--- config.mk ---
export PLATFORM = sky130hd
export DESIGN_NAME = spike_count_classifier_flat
export DESIGN_NICKNAME = d
export VERILOG_FILES = /design/src/rtl/nn_classifier_pkg.sv /design/src/rtl/spike_count_classifier_if.sv /design/src/rtl/spike_count_classifier_sat_counter.sv /design/src/rtl/spike_count_classifier.sv /design/src/flat_wrapper.sv
export SDC_FILE = /design/constraint.sdc
export NUM_CORES = 1
export LEC_CHECK = 0
export CAP_MARGIN = 20
export CORE_UTILIZATION = 30
export DETAILED_ROUTE_END_ITERATION = 16
export HOLD_SLACK_MARGIN = 0.06
export PLACE_DENSITY = 0.43
export SLEW_MARGIN = 10
export SYNTH_ARGS = -nofsm -noshare
export SYNTH_HDL_FRONTEND = slang
export SYNTH_SLANG_ARGS = --single-unit
--- constraint.sdc ---
create_clock -name clk -period 9.6 [get_ports clk]
set_clock_uncertainty 0.15 [all_clocks]
set_input_delay 1.92 -clock clk [delete_from_list [all_inputs] [get_ports clk]]
set_output_delay 1.92 -clock clk [all_outputs]
set_load 0.01 [all_outputs]
--- src/rtl/nn_classifier_pkg.sv ---
// nn_classifier_pkg: classifier FSM states and default sizing constants.
package nn_classifier_pkg;
  typedef enum logic [1:0] {IDLE, ACCUM, SCAN, DONE} state_t;
  localparam int N_OUT_DEF = 10;
  localparam int CNT_W_DEF = 8;
  localparam int WIN_W_DEF = 8;
endpackage

--- src/rtl/spike_count_classifier_if.sv ---
// spike_count_classifier_if: window control, spike input and class result bundle.
interface spike_count_classifier_if #(
  parameter int N_OUT = 10,
  parameter int CNT_W = 8,
  parameter int WIN_W = 8,
  parameter int IDX_W = $clog2(N_OUT)
);
  logic             start;
  logic             ce;
  logic [N_OUT-1:0] spikes_in;
  logic [WIN_W-1:0] window_len;
  logic             busy;
  logic             class_valid;
  logic [IDX_W-1:0] class_idx;
  logic [CNT_W-1:0] class_count;
  logic             tie;
  modport master (output start, ce, spikes_in, window_len,
                  input  busy, class_valid, class_idx, class_count, tie);
  modport slave  (input  start, ce, spikes_in, window_len,
                  output busy, class_valid, class_idx, class_count, tie);
endinterface

--- src/rtl/spike_count_classifier_sat_counter.sv ---
// sat_counter: clearable counter that sticks at all-ones instead of wrapping.
module sat_counter #(
  parameter int W = 8
) (
  input  logic         clk,
  input  logic         rst_n,
  input  logic         clr,
  input  logic         inc,
  output logic [W-1:0] q
);
  always_ff @(posedge clk or negedge rst_n)
    if (!rst_n) q <= '0;
    else if (clr) q <= '0;
    else if (inc && q != '1) q <= q + 1'b1;
endmodule

--- src/rtl/spike_count_classifier.sv ---
// spike_count_classifier: windowed per-neuron spike counting and sequential argmax readout.
// Define SPIKE_CLASSIFIER_TIE_FLAG_EN to compute the tie flag; otherwise tie is tied to 0.
module spike_count_classifier
  import nn_classifier_pkg::*;
#(
  parameter int N_OUT = N_OUT_DEF,
  parameter int CNT_W = CNT_W_DEF,
  parameter int WIN_W = WIN_W_DEF,
  parameter int IDX_W = $clog2(N_OUT)
) (
  input logic clk,
  input logic rst_n,
  spike_count_classifier_if.slave bus
);
  state_t           state, nxt;
  logic [WIN_W-1:0] win, ts;
  logic [CNT_W-1:0] cnt [N_OUT];
  logic [IDX_W-1:0] scan_idx, best_idx, nb_idx;
  logic [CNT_W-1:0] best_cnt, nb_cnt, cur;
  logic             clr, acc_ce, last_ce, last_idx, take, busy_d;
  assign clr      = state == IDLE && bus.start;
  assign acc_ce   = state == ACCUM && bus.ce;
  assign last_ce  = acc_ce && ts == win - 1'b1;
  assign last_idx = scan_idx == IDX_W'(N_OUT - 1);
  assign cur      = cnt[scan_idx];
  // index 0 always seeds the best; later entries replace it only when strictly greater
  assign take     = scan_idx == '0 || cur > best_cnt;
  assign nb_idx   = take ? scan_idx : best_idx;
  assign nb_cnt   = take ? cur : best_cnt;
  for (genvar g = 0; g < N_OUT; g++) begin : g_cnt
    sat_counter #(.W(CNT_W)) u_cnt (
      .clk  (clk),
      .rst_n(rst_n),
      .clr  (clr),
      .inc  (acc_ce && bus.spikes_in[g]),
      .q    (cnt[g])
    );
  end
  always_ff @(posedge clk or negedge rst_n)
    if (!rst_n) state <= IDLE;
    else state <= nxt;
  always_comb
    nxt = state == IDLE  ? (bus.start ? ACCUM : IDLE) :
          state == ACCUM ? (last_ce ? SCAN : ACCUM) :
          state == SCAN  ? (last_idx ? DONE : SCAN) : IDLE;
  always_comb busy_d = nxt == ACCUM || nxt == SCAN;
  always_ff @(posedge clk or negedge rst_n)
    if (!rst_n) begin
      win             <= '0;
      ts              <= '0;
      scan_idx        <= '0;
      best_idx        <= '0;
      best_cnt        <= '0;
      bus.busy        <= 1'b0;
      bus.class_valid <= 1'b0;
      bus.class_idx   <= '0;
      bus.class_count <= '0;
    end else begin
      bus.busy        <= busy_d;
      bus.class_valid <= state == SCAN && last_idx;
      if (clr) begin
        win <= bus.window_len == '0 ? WIN_W'(1) : bus.window_len;
        ts  <= '0;
      end else if (acc_ce) ts <= ts + 1'b1;
      if (state == SCAN) begin
        scan_idx <= scan_idx + 1'b1;
        best_idx <= nb_idx;
        best_cnt <= nb_cnt;
      end else scan_idx <= '0;
      if (state == SCAN && last_idx) begin
        bus.class_idx   <= nb_idx;
        bus.class_count <= nb_cnt;
      end
    end
`ifdef SPIKE_CLASSIFIER_TIE_FLAG_EN
  logic best_tie, nb_tie;
  assign nb_tie = take ? 1'b0 : (cur == best_cnt ? 1'b1 : best_tie);
  always_ff @(posedge clk or negedge rst_n)
    if (!rst_n) begin
      best_tie <= 1'b0;
      bus.tie  <= 1'b0;
    end else begin
      if (state == SCAN) best_tie <= nb_tie;
      if (state == SCAN && last_idx) bus.tie <= nb_tie;
    end
`else
  assign bus.tie = 1'b0;
`endif
endmodule

--- src/flat_wrapper.sv ---
// flat-port wrapper written by rule: the top's interface ports become plain ports
module spike_count_classifier_flat import nn_classifier_pkg::*;
#(
  parameter int N_OUT = N_OUT_DEF,
  parameter int CNT_W = CNT_W_DEF,
  parameter int WIN_W = WIN_W_DEF,
  parameter int IDX_W = $clog2(N_OUT)
)
  (clk, rst_n, bus_start, bus_ce, bus_spikes_in, bus_window_len, bus_busy, bus_class_valid, bus_class_idx, bus_class_count, bus_tie);
  spike_count_classifier_if #(.N_OUT(N_OUT), .CNT_W(CNT_W), .WIN_W(WIN_W), .IDX_W(IDX_W)) bus_i ();
  input logic clk;
  input logic rst_n;
  input wire logic [$bits(bus_i.start)-1:0] bus_start;
  input wire logic [$bits(bus_i.ce)-1:0] bus_ce;
  input wire logic [$bits(bus_i.spikes_in)-1:0] bus_spikes_in;
  input wire logic [$bits(bus_i.window_len)-1:0] bus_window_len;
  output wire logic [$bits(bus_i.busy)-1:0] bus_busy;
  output wire logic [$bits(bus_i.class_valid)-1:0] bus_class_valid;
  output wire logic [$bits(bus_i.class_idx)-1:0] bus_class_idx;
  output wire logic [$bits(bus_i.class_count)-1:0] bus_class_count;
  output wire logic [$bits(bus_i.tie)-1:0] bus_tie;
  assign bus_i.start = bus_start;
  assign bus_i.ce = bus_ce;
  assign bus_i.spikes_in = bus_spikes_in;
  assign bus_i.window_len = bus_window_len;
  assign bus_busy = bus_i.busy;
  assign bus_class_valid = bus_i.class_valid;
  assign bus_class_idx = bus_i.class_idx;
  assign bus_class_count = bus_i.class_count;
  assign bus_tie = bus_i.tie;
  spike_count_classifier #(.N_OUT(N_OUT), .CNT_W(CNT_W), .WIN_W(WIN_W), .IDX_W(IDX_W)) u_core (.clk(clk), .rst_n(rst_n), .bus(bus_i));
endmodule
==> results of run 1 <==
-- cell usage after synthesis, drive strengths merged (3+ instances only) --
cell / instances / area (um^2)
nand2: 51 / 191
xnor2: 25 / 219
o22ai: 5 / 31.3
buf: 19 / 115
nand3: 37 / 185
mux2: 25 / 282
ha: 23 / 288
o21ai: 18 / 93.8
inv: 14 / 52.6
xor2: 62 / 543
nor2b: 9 / 56.3
and2: 4 / 25.0
nor2: 97 / 364
nand2b: 3 / 18.8
clkbuf: 18 / 67.6
mux2i: 24 / 240
o311ai: 7 / 61.3
a21oi: 8 / 40.0
mux4: 8 / 180
o211a: 8 / 80.1
dfrtp: 128 / 3200
a31oi: 4 / 25.0
and3: 21 / 131
nor3: 5 / 25.0
nand4: 34 / 213
a221o: 5 / 50.1
-- metrics by stage --
step	power, mW	cell area (um^2)	hold WS (ns)	utilization [%]
final	1.94	8210	0.326	36.1
after global routing	2.06	8210	0.350	36.1
after CTS	1.96	8190	0.333	35.9
after detailed placement	1.31	7610	0.320	33.4
after global placement	1.29	7610	0.319	33.4
after floorplan	1.15	7010	0.307	-
-- critical path, stage by stage, from the launching register on --
cell and delay (ns):
dfrtp_1 0.40, buf_4 0.36, mux4_2 0.57, a221o_1 0.44
ha_1 0.32, nor2b_1 0.15, o21ai_0 0.09, and4bb_2 0.25
o21ai_2 0.80, and2_1 0.53, mux2_2 0.39
-- cell type report --
type	count	area, um^2	area share [%]
multi-input cells	507	3570	43.5
flip-flops and latches	128	3200	39.0
clock buffers	25	495	6.03
repair buffers	41	413	5.03
well taps	313	392	4.77
clock inverters	6	80.1	0.975
inverters	15	56.3	0.686
-- path summary, 6_finish.rpt --
kind,end,slack (ns)
max in group asynchronous,u_core.g_cnt[7].u_cnt.q[3]$_DFFE_PN0P_,6.82
setup reg to reg,u_core.best_idx[0]$_DFFE_PN0P_,5.03
setup / recovery,u_core.best_idx[0]$_DFFE_PN0P_,5.03
min in group asynchronous,u_core.bus.busy$_DFF_PN0_,1.37
hold / removal,u_core.bus.class_count[0]$_DFFE_PN0P_,0.33
hold reg to reg,u_core.bus.class_count[0]$_DFFE_PN0P_,0.33
-- metal layers --
metal	vias up	global-route usage [%]	part of all wire, %
met5	-	0	0
met4	0	4.38	1.1
met3	12	3.04	3.2
met2	82	22.8	44
met1	2444	22.1	51
li1	2460	-	-
-- power breakdown --
part	internal, mW	switching (mW)	total [mW]	leakage [nW]
clock	0.407	0.232	0.639	0.287
combinational	0.225	0.234	0.458	1.59
sequential	0.657	0.182	0.839	1.70
-- sequential cells by signal, summed over array words and instances, names as in the netlist, 4 cells and up --
name	cells
u_core.win	8
u_core.scan_idx	4
u_core.best_cnt	8
u_core.g_cnt.u_cnt.q	80
u_core.ts	8
u_core.bus.class_count	8
u_core.best_idx	4
u_core.bus.class_idx	4
-- kinds of logic (layout without fill, tap and decap cells) --
kind of cell / count (synthesis) / count (layout)
AND/OR/NAND/NOR: 273 / 273
XOR/XNOR: 87 / 87
adder cells (fa/ha/maj): 23 / 23
buffers and inverters: 52 / 87
other: 1 / 1
flip-flops: 128 / 128
multiplexers: 57 / 57
AO/OA/AOI/OAI: 66 / 66
==> key figures, run 1 <==
Timing
  • Slew headroom: approximately 29%
  • Final period util: between 40 and 50%
  • Max Fclk: about 0.22 GHz
  • RSZ-0062 raised after global routing: false
  • Worst slew pin tran: between 1 and 1.5 ns
  • Final min period: ~4.6 ns
  • Fin. Hold Viols: 0
  • Final setup fails: 0
  • Setup_tns: 0 ns
  • Slew Viols, Final: 0
  • Final setup margin: roughly 5 ns

Clock tree
  • Number of hold buffers added after CTS: 0
  • Clock sink count: roughly 130
  • CTS HTree Levels: 4
  • Num CTS Buffers: 17
  • CTS-repair resized insts: 0
  • Clock slew at reported path FFs: approximately 0.06 ns
  • Post-CTS Setup Bufs: 0
  • Clock buffer depth: 2
  • TritonCTS clock tree: built
  • Root Buffer: clkbuf_16
  • Worst skew pair latency: about 0.42 ns

Synthesis
  • Simple-Gate Fraction of Synth Area: roughly a fifth
  • Count of state elements after synthesis: 128
  • Post-synth ARST share: 100%
  • Post-Synth XOR/XNOR Area: a little over a tenth
  • Multiplexer share of the synthesized area: about a tenth
  • Synth cell types: 51
  • Main combinational cell family by area after synthesis: simple AND/OR/NAND/NOR gates
  • Avg Inst Size Synth: approximately 10 um^2
  • Post-Syn Area: around 7000 um^2
  • Number of synthesized flops with an enable pin: 0
  • YS warnings: 0
  • Sequential share of the synthesized area: between 40% and 50%
  • Synth Net Count: between 700 and 800
  • Compound-Gate Fraction of Synth Area: just over 7%
  • Adder-Cell Fraction of Synth Area: around 4.1%
  • Synth Instances: ~700
  • Synth Flop Type: dfrtp_1

Routing
  • Antenna viol nets, final: 0
  • DRC: 0
  • Final wirelength: about 17 mm
  • Vias/cell: about 4.8
  • Avg WL per Cell: 16.3 um
  • Vias: about 5,000
  • DRT iter0 DRCs: 261
  • Drt pass-1 iters: 4

Finish
  • Area growth from synthesis to layout: 17.2%
  • Share of layout cells above drive strength 1: under 10%
  • Most frequent cells in the layout: dfrtp_1 (128), nor2_1 (97), xor2_1 (62), nand2_1 (51), nand3_1 (37)
  • Final Instance Count excl. Fillers: slightly above 1,000
  • Most common cell after layout, fill and taps aside: dfrtp_1
  • Post-layout nets: around 760
  • Diode count: 0
  • # fillers: about 2,300

Place
  • Place WS: slightly above 5 ns
  • Port bufs: 35
  • Placer Congestion: approximately 0.8
  • HPWL after detailed placement: between 10 and 15 mm
  • Dpl cells: around 1,000

Setup path
  • Worst Path Max Fanout: 27
  • Worst R2R Path Depth: 10
  • Worst flop-to-flop path startpoint: u_core.scan_idx[0]$_DFF_PN0_
  • Type of destination of the critical path: flip-flop
  • Critical path type: flip-flop to flip-flop
  • Required @ worst endpoint: slightly below 10 ns
  • Worst EP arrival: about 4.7 ns
  • Worst setup startpoint: u_core.scan_idx[0]$_DFF_PN0_
  • Startpoint Class: flip-flop

Floorplan
  • Chip width: about 150 um
  • Rows: 55
  • Die area: 24,000 um^2
  • Initial Util: between 30% and 40%
  • Core Box Area: about 23,000 um^2
  • Die height: 155 um
  • Io pins: 37

Global route
  • GRT Total Usage: 15.2%
  • Congestion Overflow GR: 0
  • Global-route wire length before repair: 28.0 mm
  • Vias in the first global route: 5,019
  • Initial antenna violation count: 0
  • Largest net degree at the start of global routing: 99

Pwr
  • VDD IR-drop max: ~0.00011 V
  • PwrDens: 236 nW/um^2
  • P_leak: ~3.6 nW

Hold path
  • Hold Path Origin: u_core.bus.class_count[0]$_DFFE_PN0P_
  • Hold Crit Depth: 2
  • Worst hold path class: flip-flop to flip-flop

Job
  • # Max-Cap Violations: 0

Outcome
  • Outcome: completed
No activity file was read; power rests on OpenSTA's default activity.
==> run 2: changes to the inputs <==
- clock period: 9.6 -> 4.77 ns (I/O delays scaled with it)
==> run 2 against run 1 <==
Net effect: fmax rose by 16%; flip-flop and latch count did not move; sequential power rose by 98%; sequential share of layout area fell by 0.26 points; clock-buffer cell count fell by 5; clock power rose by 110%; global-route usage fell by 0.18 points; first-iteration DRC count fell by 20%.
==> key figures, run 2 (same netlist as run 1, synthesis figures left out) <==
Outcome
  • Outcome: completed

Global route
  • GRT Total Usage: 15.0%
  • GRT busiest layer: met2
  • Initial antenna violation count: 0
  • Congestion Overflow GR: 0
  • Largest net degree at the start of global routing: between 80 and 90
  • Vias in the first global route: approximately 5,000
  • Met3 usage: under 10%
  • GRT met2 Usage: a little under a quarter
  • GRT met1 Usage: roughly 21%
  • Global-route wire length before repair: 27.9 mm

Routing
  • Antenna viol nets, final: 0
  • DRC: 0
  • Vias: between 5,000 and 6,000
  • Final wirelength: between 15 and 20 mm
  • Vias/cell: around 5
  • Drt pass-1 iters: 4
  • Avg WL per Cell: approximately 16 um
  • DRT iter0 DRCs: 210

Place
  • Dpl cells: 1,006
  • Placed Area: between 7000 and 8000 um^2
  • Port bufs: 35
  • Placer Congestion: slightly above 0.8
  • HPWL after detailed placement: between 10 and 15 mm

Finish
  • Share of layout cells above drive strength 1: between 10% and 20%
  • Core Util, Final: 36.3%
  • Largest register FFs: 80
  • Final Instance Count excl. Fillers: between 1,000 and 1,500
  • Most frequent cells in the layout: dfrtp_1 (128), nor2_1 (97), xor2_1 (62), nand2_1 (51), nand3_1 (37)
  • Multi-input gate area: between 3000 and 4000 um^2
  • Most common cell after layout, fill and taps aside: dfrtp_1
  • Area growth from synthesis to layout: 18.0%
  • Fin area: around 8300 um^2
  • Largest register by flop count: u_core.g_cnt.u_cnt.q
  • Reg area: 3200 um^2
  • # fillers: around 2,300
  • Post-layout nets: 757
  • Diode count: 0

Floorplan
  • Initial Util: between 30% and 40%
  • Core Box Area: 22,800 um^2
  • Die height: ~150 um
  • Rows: 55
  • Die area: 24,000 um^2
  • Chip width: between 150 and 200 um
  • Io pins: 37

Timing
  • Final setup fails: 0
  • Fin. Hold Viols: 0
  • Max Fclk: 0.254 GHz
  • Slew Viols, Final: 0
  • Setup_tns: 0 ns
  • RSZ-0062 raised after global routing: false
  • Final period util: roughly 83%
  • Slew headroom: approximately 42%
  • Worst slew pin tran: between 0.8 and 0.9 ns
  • Final min period: between 3 and 4 ns

Setup path
  • Worst EP arrival: a little over 4 ns
  • Worst R2R Path Depth: 11
  • Worst flop-to-flop path startpoint: u_core.scan_idx[1]$_DFF_PN0_
  • R2r endpoint: u_core.best_idx[0]$_DFFE_PN0P_
  • Type of destination of the critical path: flip-flop
  • Flop2flop setup slack: 0.83 ns
  • Worst Path Max Fanout: 16
  • Startpoint Class: flip-flop
  • Required @ worst endpoint: 4.92 ns
  • Critical path type: flip-flop to flip-flop

Clock tree
  • TritonCTS clock tree: built
  • CTS HTree Levels: 4
  • CTS-repair resized insts: 0
  • Number of hold buffers added after CTS: 0
  • Clock buffer depth: 2
  • Num CTS Buffers: 17
  • Root Buffer: clkbuf_16
  • Clock sink count: roughly 130
  • Worst skew pair latency: approximately 0.42 ns
  • Post-CTS Setup Bufs: 0
  • Clock slew at reported path FFs: ~0.05 ns

Job
  • # Max-Cap Violations: 0

Hold path
  • Hold Crit Depth: 1
  • Worst hold path class: flip-flop to flip-flop
  • Hold endpoint: u_core.best_idx[1]$_DFFE_PN0P_
  • Hold Path Origin: u_core.best_idx[1]$_DFFE_PN0P_

Pwr
  • VDD IR-drop max: 0.000227 V
  • PwrDens: 477 nW/um^2
  • P_leak: about 3.6 nW
run 2: cell type report:
cell class / instances / share of cell area, %
Inverter: 15 / 0.681
Multi-Input combinational cell: 507 / 43.2
Clock inverter: 11 / 1.98
Tap cell: 313 / 4.74
Timing Repair Buffer: 43 / 5.24
Clock buffer: 20 / 5.40
Sequential cell: 128 / 38.7
run 2: stage by stage:
stage,setup WS [ns],hold slack [ns],total power [mW]
5_1_grt,0.603,0.356,4.22
3_3_place_gp,0.963,0.321,2.59
6_report,0.832,0.331,3.95
4_1_cts,0.814,0.337,4.00
3_5_place_dp,0.804,0.324,2.61
2_1_floorplan,1.23,0.307,2.31
run 2: how the worst max path moves through the flow:
stage	startpoint	endpoint
floorplan	u_core.scan_idx[0]$_DFF_PN0_	u_core.best_idx[1]$_DFFE_PN0P_
global placement	u_core.scan_idx[1]$_DFF_PN0_	u_core.best_idx[0]$_DFFE_PN0P_
detailed placement	u_core.scan_idx[1]$_DFF_PN0_	u_core.best_idx[3]$_DFFE_PN0P_
CTS	u_core.scan_idx[1]$_DFF_PN0_	u_core.best_idx[0]$_DFFE_PN0P_
global route	u_core.scan_idx[1]$_DFF_PN0_	u_core.best_idx[0]$_DFFE_PN0P_
finish	u_core.scan_idx[1]$_DFF_PN0_	u_core.best_idx[0]$_DFFE_PN0P_
run 2: worst max-delay path: stages, from the launching register on:
cell and delay [ns]:
dfrtp_1 0.83, buf_4 0.31, mux2_2 0.35, a22oi_1 0.20, nand3_1 0.18, ha_1 0.33
a211oi_1 0.07, nor2_1 0.16, and4bb_2 0.29, o21ai_2 0.14, and2_1 0.41, mux2_2 0.38
run 2: routing by layer:
| layer | routed length, um | vias up |
|---|---|---|
| met5 | 0 | - |
| met2 | 7350 | 76 |
| li1 | - | 2470 |
| met3 | 534 | 11 |
| met1 | 8320 | 2485 |
| met4 | 176 | 0 |
run 2: where the power goes:
part	total [mW]	internal (mW)	leakage (nW)	switching, mW
clock network	1.37	0.881	0.296	0.484
registers	1.66	1.32	1.70	0.339
logic	0.919	0.453	1.60	0.466
==> run 3: changes to the inputs <==
- PLACE_DENSITY: 0.43 -> 0.44
- clock period: 4.77 -> 3.3 ns (I/O delays scaled with it)
==> run 3 against run 2 <==
Net effect: the run now ends with negative setup slack left; critical endpoint is now u_core.best_idx[1]$_DFFE_PN0P_; clock power is 41% higher; cell area is 4.9% higher; worst hold slack worse by 0.22 ns; routed wire length is 7.2% higher; combinational power is 60% higher.
==> key figures, run 3 (same netlist as run 1, synthesis figures left out) <==
Outcome
  • Outcome: finished, violations left
  • Failing checks: negative setup slack

Setup path
  • Type of destination of the critical path: flip-flop
  • Critical path type: flip-flop to flip-flop
  • Buf/Inv on CP: 1
  • Most frequent CP cell: and2_4
  • CP max stage delay: slightly above 0.5 ns
  • R2r endpoint: u_core.best_idx[1]$_DFFE_PN0P_
  • Worst R2R Path Depth: 10
  • Critical-path cell list: buf_6 > mux4_2 > a221o_1 > ha_1 > and2_4 > o21ai_1 > and4bb_2 > o21ai_4 > and2_4 > mux2_4
  • Slowest stage cell, crit path: mux4_2
  • CP delay by family, top: multiplexers
  • Flop2flop setup slack: -0.003 ns
  • Worst Path Max Fanout: 5
  • Startpoint Class: flip-flop
  • Worst EP arrival: roughly 3.5 ns
  • Required @ worst endpoint: around 3.5 ns
  • Worst flop-to-flop path startpoint: u_core.scan_idx[0]$_DFF_PN0_

Finish
  • Area growth from synthesis to layout: 23.8%
  • Largest register FFs: 80
  • Diode count: 0
  • Largest register by flop count: u_core.g_cnt.u_cnt.q
  • Final Instance Count excl. Fillers: ~1,100
  • Fin area: approximately 8700 um^2
  • Core Util, Final: around two fifths
  • Most frequent cells in the layout: dfrtp_1 (126), nor2_1 (96), xor2_1 (62), nand2_1 (51), nand3_1 (36)
  • Share of layout cells above drive strength 1: between 10% and 20%
  • Post-layout nets: 787
  • Most common cell after layout, fill and taps aside: dfrtp_1

Clock tree
  • TritonCTS clock tree: built
  • Root Buffer: clkbuf_16
  • Num CTS Buffers: 17
  • Number of hold buffers added after CTS: 0
  • Clock sink count: approximately 130
  • CTS HTree Levels: 4
  • Worst skew pair latency: approximately 0.42 ns
  • Clock slew at reported path FFs: ~0.06 ns
  • Clock buffer depth: 2

Place
  • Placer Congestion: approximately 0.81
  • Port bufs: 35
  • Placed Area: 7860 um^2
  • HPWL after detailed placement: around 12 mm
  • Place WS: -0.0545 ns
  • Dpl cells: a little over 1,000

Floorplan
  • Initial Util: 30.8%
  • Core Box Area: approximately 23,000 um^2
  • Die height: 155 um
  • Chip width: between 150 and 200 um
  • Rows: 55
  • Die area: around 24,000 um^2
  • Io pins: 37

Timing
  • Final setup margin: -0.00309 ns
  • RSZ-0062 raised after global routing: true
  • Max Fclk: a little over 0.3 GHz
  • Slew headroom: approximately 57%
  • Final period util: 100%
  • Final Hold Slack: 0.108 ns
  • Fin. Hold Viols: 0
  • Final setup fails: 1
  • Slew Viols, Final: 0
  • Final min period: 3.30 ns
  • Worst slew pin tran: between 0.6 and 0.7 ns

Global route
  • GRT Total Usage: ~16%
  • Largest net degree at the start of global routing: between 90 and 100
  • Congestion Overflow GR: 0
  • Vias in the first global route: roughly 5,300
  • Initial antenna violation count: 0
  • Global-route wire length before repair: 28.9 mm

Pwr
  • P_leak: between 3 and 4 nW
  • VDD IR-drop max: 0.000308 V
  • PwrDens: approximately 670 nW/um^2

Routing
  • Drt pass-1 iters: 4
  • Vias/cell: between 4 and 5
  • Antenna viol nets, final: 0
  • Vias: a little over 5,000
  • Final wirelength: 17.6 mm
  • DRT iter0 DRCs: 228
  • DRC: 0
  • Avg WL per Cell: between 15 and 20 um

Hold path
  • Worst hold path class: primary input to async pin

Job
  • # Max-Cap Violations: 0
==> run 3: cell type report <==
| cell class | instances | area (um^2) |
|---|---|---|
| tap | 313 | 392 |
| inverter | 15 | 56.3 |
| fill | 2259 | 14100 |
| clock inverter | 11 | 138 |
| sequential | 128 | 3210 |
| clock buffer | 21 | 460 |
| timing repair buffer | 73 | 772 |
| multi-input combinational | 507 | 3650 |
==> run 3: how the worst max path moves through the flow <==
| stage | slack [ns] | endpoint | from | cells past startpoint |
|---|---|---|---|---|
| floorplan | 0.01 | u_core.best_idx[2]$_DFFE_PN0P_ | u_core.scan_idx[0]$_DFF_PN0_ | 11 |
| global placement | 0.05 | u_core.bus.class_idx[1]$_DFFE_PN0P_ | u_core.scan_idx[0]$_DFF_PN0_ | 12 |
| detailed placement | -0.05 | u_core.bus.class_idx[1]$_DFFE_PN0P_ | u_core.scan_idx[0]$_DFF_PN0_ | 12 |
| CTS | 0.0008 | u_core.bus.class_idx[1]$_DFFE_PN0P_ | u_core.scan_idx[0]$_DFF_PN0_ | 12 |
| global route | -0.11 | u_core.best_idx[1]$_DFFE_PN0P_ | u_core.scan_idx[0]$_DFF_PN0_ | 10 |
| finish | -0.003 | u_core.best_idx[1]$_DFFE_PN0P_ | u_core.scan_idx[0]$_DFF_PN0_ | 10 |
==> run 3: what timing repair did <==
action | CTS | global route
gates resized for setup | 4 | 24
buffers inserted | 0 | 8
endpoints found under the setup margin | 15 | 22
pin swaps | 1 | 11
cloned | 1 | 2
==> run 3: metrics by stage <==
step	power (mW)	setup TNS [ns]
CTS	5.81	0
floorplan	3.35	0
finish	5.80	-0.00309
detailed placement	3.83	-0.324
global route	6.18	-1.11
global placement	3.79	0
==> run 3: metal layers <==
metal	track usage [%]	wire length [um]	up-vias
met2	24.7	8300	69
met5	0	0	-
li1	-	-	2527
met4	4.95	216	0
met1	21.8	8520	2585
met3	2.67	524	14
==> run 3: worst reg2reg max path, cell delays in order, from the launching register on <==
cell	delay, ns
dfrtp_2	0.47
buf_6	0.16
mux4_2	0.51
a221o_1	0.36
ha_1	0.31
and2_4	0.14
o21ai_1	0.05
and4bb_2	0.26
o21ai_4	0.24
and2_4	0.24
mux2_4	0.31
==> run 3: where the power goes <==
part           switching (mW)  internal, mW  total (mW)
registers               0.483          1.91        2.39
logic                   0.724         0.750        1.47
clock network           0.710          1.22        1.93
